$ cat config.mk
export PLATFORM = sky130hd
export DESIGN_NAME = am2909_next_address_controller
export DESIGN_NICKNAME = d
export VERILOG_FILES = /design/src/rtl/am2909_next_address_controller.sv
export SDC_FILE = /design/constraint.sdc
export NUM_CORES = 1
export LEC_CHECK = 0
export CELL_PAD_IN_SITES_DETAIL_PLACEMENT = 1
export CELL_PAD_IN_SITES_GLOBAL_PLACEMENT = 2
export CORE_ASPECT_RATIO = 0.8
export CORE_MARGIN = 3
export CORE_UTILIZATION = 27
export DETAILED_ROUTE_END_ITERATION = 10
export HOLD_SLACK_MARGIN = 0.05
export PLACE_DENSITY = 0.77
export SLEW_MARGIN = 0
export SYNTH_ARGS = -nofsm -noshare
export SYNTH_HDL_FRONTEND = slang
export SYNTH_SLANG_ARGS = --single-unit
$ cat constraint.sdc
create_clock -name CP -period 2.8 [get_ports CP]
set_clock_uncertainty 0.1 [all_clocks]
set_input_delay 0.56 -clock CP [delete_from_list [all_inputs] [get_ports CP]]
set_output_delay 0.56 -clock CP [all_outputs]
set_load 0.02 [all_outputs]
$ cat src/rtl/am2909_next_address_controller.sv
// Am2910-class next-address control for a cascade of Am2909 slices: opcode decode, loop counter, stack-depth shadow.
// Optional SEQ_STACK_CHECK_EN: suppress stack over/underflow at the slices and flag it on a sticky ERR.
module am2909_next_address_controller #(
  parameter int unsigned CNT_W = 12,
  parameter int unsigned DEPTH = 4
) (
  input  logic             CP,
  input  logic             RST,
  input  logic [3:0]       I,
  input  logic             CC,
  input  logic             CCEN,
  input  logic [CNT_W-1:0] CNT_D,
  output logic [1:0]       S,
  output logic             FE,
  output logic             PUP,
  output logic             RE,
  output logic             ZERO,
  output logic             PL,
  output logic             MAP,
  output logic             VECT,
  output logic             FULL,
  output logic             CNT_Z,
  output logic             ERR
);

  localparam int unsigned SP_W = $clog2(DEPTH + 1);
  localparam logic [SP_W-1:0] SP_MAX = SP_W'(DEPTH);

  typedef enum logic [3:0] {
    OP_JZ, OP_CJS, OP_JMAP, OP_CJP, OP_PUSH, OP_JSRP, OP_CJV, OP_JRP,
    OP_RFCT, OP_RPCT, OP_CRTN, OP_CJPP, OP_LDCT, OP_LOOP, OP_CONT, OP_TWB
  } op_e;

  localparam logic [1:0] SRC_UPC = 2'b00;
  localparam logic [1:0] SRC_AR  = 2'b01;
  localparam logic [1:0] SRC_STK = 2'b10;
  localparam logic [1:0] SRC_D   = 2'b11;

  logic [CNT_W-1:0] r_cnt;
  logic [SP_W-1:0]  r_sp;
  logic             w_pass;
  logic             w_cnt_z;
  logic             w_push;
  logic             w_pop;
  logic             w_load;
  logic             w_dec;
  logic             w_clr;

  assign w_pass  = CCEN | ~CC;
  assign w_cnt_z = (r_cnt == '0);
  assign CNT_Z   = w_cnt_z;
  assign FULL    = (r_sp == SP_MAX);

`ifdef SEQ_STACK_CHECK_EN
  logic w_stk_err;
  logic r_err;
  assign w_stk_err = (w_push && (r_sp == SP_MAX)) || (w_pop && (r_sp == '0));
  assign ERR       = r_err;
`else
  assign ERR = 1'b0;
`endif

  // Opcode decode into Am2909 control lines and internal counter/stack actions.
  always_comb begin
    S      = SRC_UPC;
    RE     = 1'b1;
    ZERO   = 1'b1;
    PL     = 1'b0;
    MAP    = 1'b1;
    VECT   = 1'b1;
    w_push = 1'b0;
    w_pop  = 1'b0;
    w_load = 1'b0;
    w_dec  = 1'b0;
    w_clr  = 1'b0;
    case (op_e'(I))
      OP_JZ:   begin ZERO = 1'b0; w_clr = 1'b1; end
      OP_CJS:  if (w_pass) begin S = SRC_D; w_push = 1'b1; end
      OP_JMAP: begin S = SRC_D; PL = 1'b1; MAP = 1'b0; end
      OP_CJP:  if (w_pass) S = SRC_D;
      OP_PUSH: begin w_push = 1'b1; w_load = w_pass; end
      OP_JSRP: begin w_push = 1'b1; S = w_pass ? SRC_D : SRC_AR; end
      OP_CJV:  if (w_pass) begin S = SRC_D; PL = 1'b1; VECT = 1'b0; end
      OP_JRP:  S = w_pass ? SRC_D : SRC_AR;
      OP_RFCT: if (!w_cnt_z) begin S = SRC_STK; w_dec = 1'b1; end
               else w_pop = 1'b1;
      OP_RPCT: if (!w_cnt_z) begin S = SRC_D; w_dec = 1'b1; end
      OP_CRTN: if (w_pass) begin S = SRC_STK; w_pop = 1'b1; end
      OP_CJPP: if (w_pass) begin S = SRC_D; w_pop = 1'b1; end
      OP_LDCT: begin w_load = 1'b1; RE = 1'b0; end
      OP_LOOP: if (w_pass) w_pop = 1'b1;
               else S = SRC_STK;
      OP_CONT: ;
      OP_TWB:  if (w_pass) w_pop = 1'b1;
               else if (!w_cnt_z) begin S = SRC_STK; w_dec = 1'b1; end
               else begin S = SRC_D; w_pop = 1'b1; end
      default: ;
    endcase
    // Reset forces Y=0 with every D source and the stack/AR idle.
    if (RST) begin
      S      = SRC_UPC;
      RE     = 1'b1;
      ZERO   = 1'b0;
      PL     = 1'b1;
      MAP    = 1'b1;
      VECT   = 1'b1;
      w_push = 1'b0;
      w_pop  = 1'b0;
      w_load = 1'b0;
      w_dec  = 1'b0;
      w_clr  = 1'b0;
    end
    PUP = w_push;
`ifdef SEQ_STACK_CHECK_EN
    FE  = ~(w_push | w_pop) | w_stk_err;
`else
    FE  = ~(w_push | w_pop);
`endif
  end

  // Loop counter and saturating shadow of the slice stack pointer.
  always_ff @(posedge CP) begin
    if (RST) begin
      r_cnt <= '0;
      r_sp  <= '0;
    end else begin
      if (w_load)     r_cnt <= CNT_D;
      else if (w_dec) r_cnt <= r_cnt - CNT_W'(1);
      if (w_clr)                          r_sp <= '0;
      else if (w_push && r_sp != SP_MAX)  r_sp <= r_sp + SP_W'(1);
      else if (w_pop && r_sp != '0)       r_sp <= r_sp - SP_W'(1);
    end
  end

`ifdef SEQ_STACK_CHECK_EN
  always_ff @(posedge CP) begin
    if (RST)            r_err <= 1'b0;
    else if (w_stk_err) r_err <= 1'b1;
  end
`endif

endmodule

==> impl_metrics.csv, run 1 <==
group,metric,value,unit
run_status,run_status,"completed",
floorplan,die_h,67.5,um
drt,vias_per_cell,5.19,
synthesis,synth_flop_cell,"dfxtp_1",
grt,grt_max_degree,15,
synthesis,synth-seq-area-share,23.6,%
floorplan,start_util,29.2,%
cts,holdBufCountCts,0,
synthesis,yosys_register_bits,15,
synthesis,yosys_warnings,0,
synthesis,synth_top_cell_by_area,"dfxtp_1",
drt,drc_errors,0,
drt,drt-wirelength-per-cell,15.4,um
sta,report.final.hold_viol_count,0,
layout,drive_above_1_share,35.3,%
cts,cts_tree,"done",
placement,dpl.hpwl,3.85,mm
synthesis,ys_types,53,
setup_path,crit_path_start_kind,"flip-flop",
sta,setup_viol,0,
cts,cts_sinks,15,
grt,grt_pass1_wl,7.99,mm
cts,htreeDepth,1,
sta,slew_viol_final,0,
cts,cts_root_buf,"clkbuf_8",
layout,syn_to_final_growth,69.8,%
drt,ant_nets,0,
setup_path,critPathRequiredTime,2140,ps
floorplan,die_w,82.8,um
synthesis,synth_nets,191,
setup_path,r2r_cells,6,
placement,port_buffers,30,
drt,drt_iter0_markers,49,
grt,grt.overflow.total,0,
sta,hold_slack,455,ps
synthesis,syn_avg_cell_area,7.54,um^2
floorplan,pin_count,32,
layout,final_cell_mix,"59 x buf_4, 19 x nor2_1, 15 x clkdlybuf4s50_1, 15 x dfxtp_1, 12 x nand2_1",
drt,vias,1603,
cts,insertion_delay,240,ps
synthesis,async_reset_ff_share,0,%
sta,fin_setup_tns,0,ps
layout,n_antenna_cell,0,
synthesis,syn_inst,169,
synthesis,synth.area.top_cells,"dfxtp_1 24%, nor2_1 5.9%, o31ai_1 4.1%",
cts,cts_buffers,3,
sta,fin_crit_sh,97.2,%
min_path,hp-class,"flip-flop to flip-flop",
floorplan,fp-row-count,21,
layout,final_common_cell,"buf_4",
power,peakVddDrop,0.159,mV
grt,first_global_vias,1703,
job,drv_cap,0,
grt,antenna_found_initial,0,
synthesis,synth.top_cell.area_share,23.6,%
synthesis,synth_edf_count,0,
setup_path,cp_slowest_stage_delay,590,ps
setup_path,cp-end-kind,"output pin",
cts,cts_buffer_depth,2,
setup_path,worstPathMaxFanout,3,
setup_path,crit_top_cell,"inv_1",
cts,clkTransAtPathRegs,60,ps
placement,place_congestion,0.855,
floorplan,die_area,0.00559,mm^2
layout,fillers,552,
drt,drtPass1Iterations,5,
cts,cts_setup_buffers,0,
setup_path,crit_type,"flip-flop to output pin",
sta,fmax,367,MHz
layout,fin_util,49.6,%
synthesis,synth_area,0.00127,mm^2
setup_path,crit_slowest_cell,"clkdlybuf4s50_1",
sta,min_period,2720,ps
min_path,holdPathStages,2,
setup_path,crit_chain,"inv_1 > ha_1 > nor3b_2 > nand3_2 > inv_1 > buf_4 > clkdlybuf4s50_1",
drt,routed_wl,4.75,mm
grt,track_usage,17.1,%
setup_path,critical_path_arrival,2060,ps
power,p_per_area,391,mW/mm^2
floorplan,core-area,0.00436,mm^2
power,leakage,0.917,nW
layout,finalNetCount,275,
## area by class of cell
class                   instances  area [um^2]  area share, %
flip-flops and latches         15          300           13.9
repair buffers                 90          742           34.3
multi-input cells             133          968           44.7
clock buffers                   4         45.0           2.08
inverters                      10         37.5           1.73
well taps                      57         71.3           3.29
## path summary, 6_finish.rpt
check / slack [ps] / to / from
max reg2reg: 530 / r_cnt[10]$_SDFFE_PP0P_ / r_cnt[2]$_SDFFE_PP0P_
min reg2reg: 450 / r_sp[1]$_SDFFE_PP0P_ / r_sp[1]$_SDFFE_PP0P_
min: 450 / r_sp[1]$_SDFFE_PP0P_ / r_sp[1]$_SDFFE_PP0P_
max: 80 / CNT_Z / r_cnt[0]$_SDFFE_PP0P_
## where the power goes
part | switching, mW | internal [mW]
Clock | 0.0728 | 0.101
Combinational | 0.210 | 0.219
Sequential | 0.0134 | 0.232
Total | 0.296 | 0.551
## sequential cells by signal, indices dropped and copies added (netlist names)
name / flops
r_sp: 3
r_cnt: 12
## what timing repair did
item	in CTS	in global routing
endpoints found under the setup margin	11	6
gates resized for setup	23	19
pin swaps	2	3
## logic make-up (layout without fill, tap and decap cells)
group	count (synthesis)	after routing	share of synthesized area (%)
AOI/OAI and AO/OA	48	48	28.2
xor gates and xnor gates	3	3	2.06
adders and majority gates	2	2	2.55
buffers and inverters	21	104	6.67
DFF	15	15	23.6
muxes	3	3	2.45
other	1	1	0.294
and+or+nand+nor	76	76	34.2
## cell usage after synthesis, types with 2 or more instances
| cell type | count |
|---|---|
| nor2_1 | 20 |
| dfxtp_1 | 15 |
| nand2_1 | 12 |
| inv_1 | 10 |
| clkbuf_1 | 8 |
| o31ai_1 | 7 |
| a211oi_1 | 6 |
| a21oi_1 | 6 |
| nand2b_1 | 6 |
| or4_1 | 6 |
| a311oi_1 | 5 |
| or3_1 | 5 |
| nor3b_1 | 4 |
| o21ai_0 | 4 |
| nand3_1 | 3 |
| nor4_1 | 3 |
| a21o_1 | 2 |
| a31oi_1 | 2 |
| buf_2 | 2 |
| mux2i_1 | 2 |
| nand3b_1 | 2 |
| nand4_1 | 2 |
| nor3_1 | 2 |
| o21bai_1 | 2 |
| o221ai_1 | 2 |
| o41ai_1 | 2 |
| or3_2 | 2 |
| xor2_1 | 2 |
## metal layers
metal | routed length [um] | vias up | track usage [%]
li1 | - | 806 | -
met2 | 2250 | 29 | 29.3
met5 | 0 | - | 0
met3 | 95 | 6 | 2.93
met4 | 60 | 0 | 3.67
met1 | 2340 | 762 | 22.9
## critical path: cells and delay by family, from the launching register on
family | cells | cell delay [ps]
adder cells (fa/ha/maj) | 1 | 160
buffers and inverters | 4 | 960
flip-flops | 1 | 300
AND/OR/NAND/NOR | 2 | 400
## metrics by stage
| stage | power, mW | cell area (um^2) | std cells | setup WS [ps] |
|---|---|---|---|---|
| floorplan | 0.447 | 1280 | 169 | 127 |
| global placement | 0.642 | 2050 | 305 | -352 |
| detailed placement | 0.659 | 2050 | 305 | -439 |
| CTS | 0.844 | 2130 | 309 | -156 |
| global route | 0.907 | 2160 | 309 | -35.4 |
| finish | 0.847 | 2160 | 309 | 78.4 |
No activity file was read; power rests on OpenSTA's default activity.
==> run 2, diff against run 1 <==
Settings changed: CAP_MARGIN set to 20, MAX_ROUTING_LAYER set to met4.
==> impl_metrics.csv, run 2 (same netlist as run 1, synthesis figures left out) <==
group,metric,value,unit
grt,grt_max_degree,15,
sta,fin_crit_sh,97.2,%
floorplan,die_w,82.8,um
drt,vias_per_cell,5.19,
drt,drt-wirelength-per-cell,15.4,um
floorplan,start_util,29.2,%
sta,report.final.hold_viol_count,0,
cts,insertion_delay,240,ps
sta,setup_viol,0,
placement,place_congestion,0.869,
setup_path,critical_path_arrival,2060,ps
grt,first_global_vias,1703,
grt,grt.overflow.total,0,
setup_path,crit_top_cell,"inv_1",
layout,largest_register_ffs,12,
drt,drc_errors,0,
placement,pre_cts_ws,-439,ps
layout,drive_above_1_share,35.3,%
sta,fin_setup_tns,0,ps
layout,finish.instance_area,0.00216,mm^2
layout,largestRegisters,"r_cnt x12, r_sp x3",
layout,final_cell_mix,"59 x buf_4, 19 x nor2_1, 15 x clkdlybuf4s50_1, 15 x dfxtp_1, 12 x nand2_1",
power,switching_share,35.0,%
power,p_per_area,391,mW/mm^2
sta,slew_viol_final,0,
cts,cts_tree,"done",
layout,finalNetCount,275,
setup_path,crit_type,"flip-flop to output pin",
sta,fmax,367,MHz
setup_path,rrSetupSlack,530,ps
drt,vias,1604,
cts,cts_setup_buffers,0,
min_path,hp-class,"flip-flop to flip-flop",
setup_path,worstPathMaxFanout,3,
placement,port_buffers,30,
placement,dp_cells,305,
floorplan,pin_count,32,
power,power_frac_clock,20.5,%
cts,clkTransAtPathRegs,60,ps
setup_path,crit_slowest_cell,"clkdlybuf4s50_1",
grt,track_usage,17.6,%
power,leakage,0.917,nW
cts,htreeDepth,1,
setup_path,crit_chain,"inv_1 > ha_1 > nor3b_2 > nand3_2 > inv_1 > buf_4 > clkdlybuf4s50_1",
grt,grt_pass1_wl,7.99,mm
drt,drtPass1Iterations,5,
cts,cts_buffer_depth,2,
cts,cts_buffers,3,
drt,drt_iter0_markers,49,
run_status,run_status,"completed",
placement,dpl.hpwl,3.85,mm
floorplan,core-area,0.00436,mm^2
grt,antenna_found_initial,0,
power,peakVddDrop,0.159,mV
cts,holdBufCountCts,0,
setup_path,crit_path_start_kind,"flip-flop",
power,switchingPower,296,uW
job,drv_cap,0,
layout,final_common_cell,"buf_4",
layout,syn_to_final_growth,69.8,%
cts,cts_root_buf,"clkbuf_8",
power,seqPwrFrac,28.9,%
sta,setup_slack,77.1,ps
sta,min_period,2720,ps
layout,n_antenna_cell,0,
setup_path,cp_slowest_stage_delay,590,ps
layout,regMostFlops,"r_cnt",
cts,cts_sinks,15,
power,combinationalPowerShare,50.6,%
power,intPower,551,uW
power,total_power,847,uW
floorplan,die_area,0.00559,mm^2
floorplan,fp-row-count,21,
drt,ant_nets,0,
sta,hold_slack,452,ps
setup_path,critPathRequiredTime,2140,ps
layout,fin_util,49.6,%
floorplan,die_h,67.5,um
setup_path,cp-end-kind,"output pin",
placement,placed_area,0.00205,mm^2
drt,routed_wl,4.75,mm
layout,final_cells,309,
[run 2: critical path: cells and delay by family (launching register included)]
family | cells | cell delay, ps
buf+inv | 4 | 960
flops | 1 | 300
simple gates | 2 | 410
fa+ha+maj | 1 | 160
[run 2: final timing paths]
path	cells after the start	to	from
min	2	r_sp[1]$_SDFFE_PP0P_	r_sp[1]$_SDFFE_PP0P_
min reg2reg	2	r_sp[1]$_SDFFE_PP0P_	r_sp[1]$_SDFFE_PP0P_
max	7	CNT_Z	r_cnt[0]$_SDFFE_PP0P_
max reg2reg	6	r_cnt[10]$_SDFFE_PP0P_	r_cnt[2]$_SDFFE_PP0P_
[run 2: timing repair]
item                                    CTS  global route
endpoints found under the setup margin   11             6
pin swaps                                 2             3
gates resized for setup                  23            19
[run 2: power by group through the flow]
stage | combinational, mW | sequential [mW] | clock, mW
after global routing | 0.465 | 0.247 | 0.194
final | 0.428 | 0.245 | 0.174
after global placement | 0.395 | 0.247 | 0
after detailed placement | 0.411 | 0.248 | 0
after CTS | 0.418 | 0.245 | 0.181
after floorplan | 0.195 | 0.252 | 0
[run 2: metal layers]
metal / global-route usage [%] / vias to the layer above / share of wire [%]
met5: - / - / 0
met4: 3.67 / 0 / 0.70
met3: 2.56 / 4 / 1.9
met2: 29.3 / 35 / 48
met1: 23.1 / 758 / 49
li1: - / 807 / -
[run 2: layout make-up]
type                            instances  area [um^2]
Fill cell                             552         2200
Multi-Input combinational cell        133          968
Timing Repair Buffer                   90          742
Sequential cell                        15          300
Tap cell                               57         71.3
Clock buffer                            4         45.0
Inverter                               10         37.5
==> run 3, diff against run 2 <==
Settings changed: GPL_ROUTABILITY_DRIVEN set to 0, HOLD_SLACK_MARGIN 0.05 to not set.
==> results of run 3 <==
The final DEF is identical to that of run 2; final timing and power are the same.
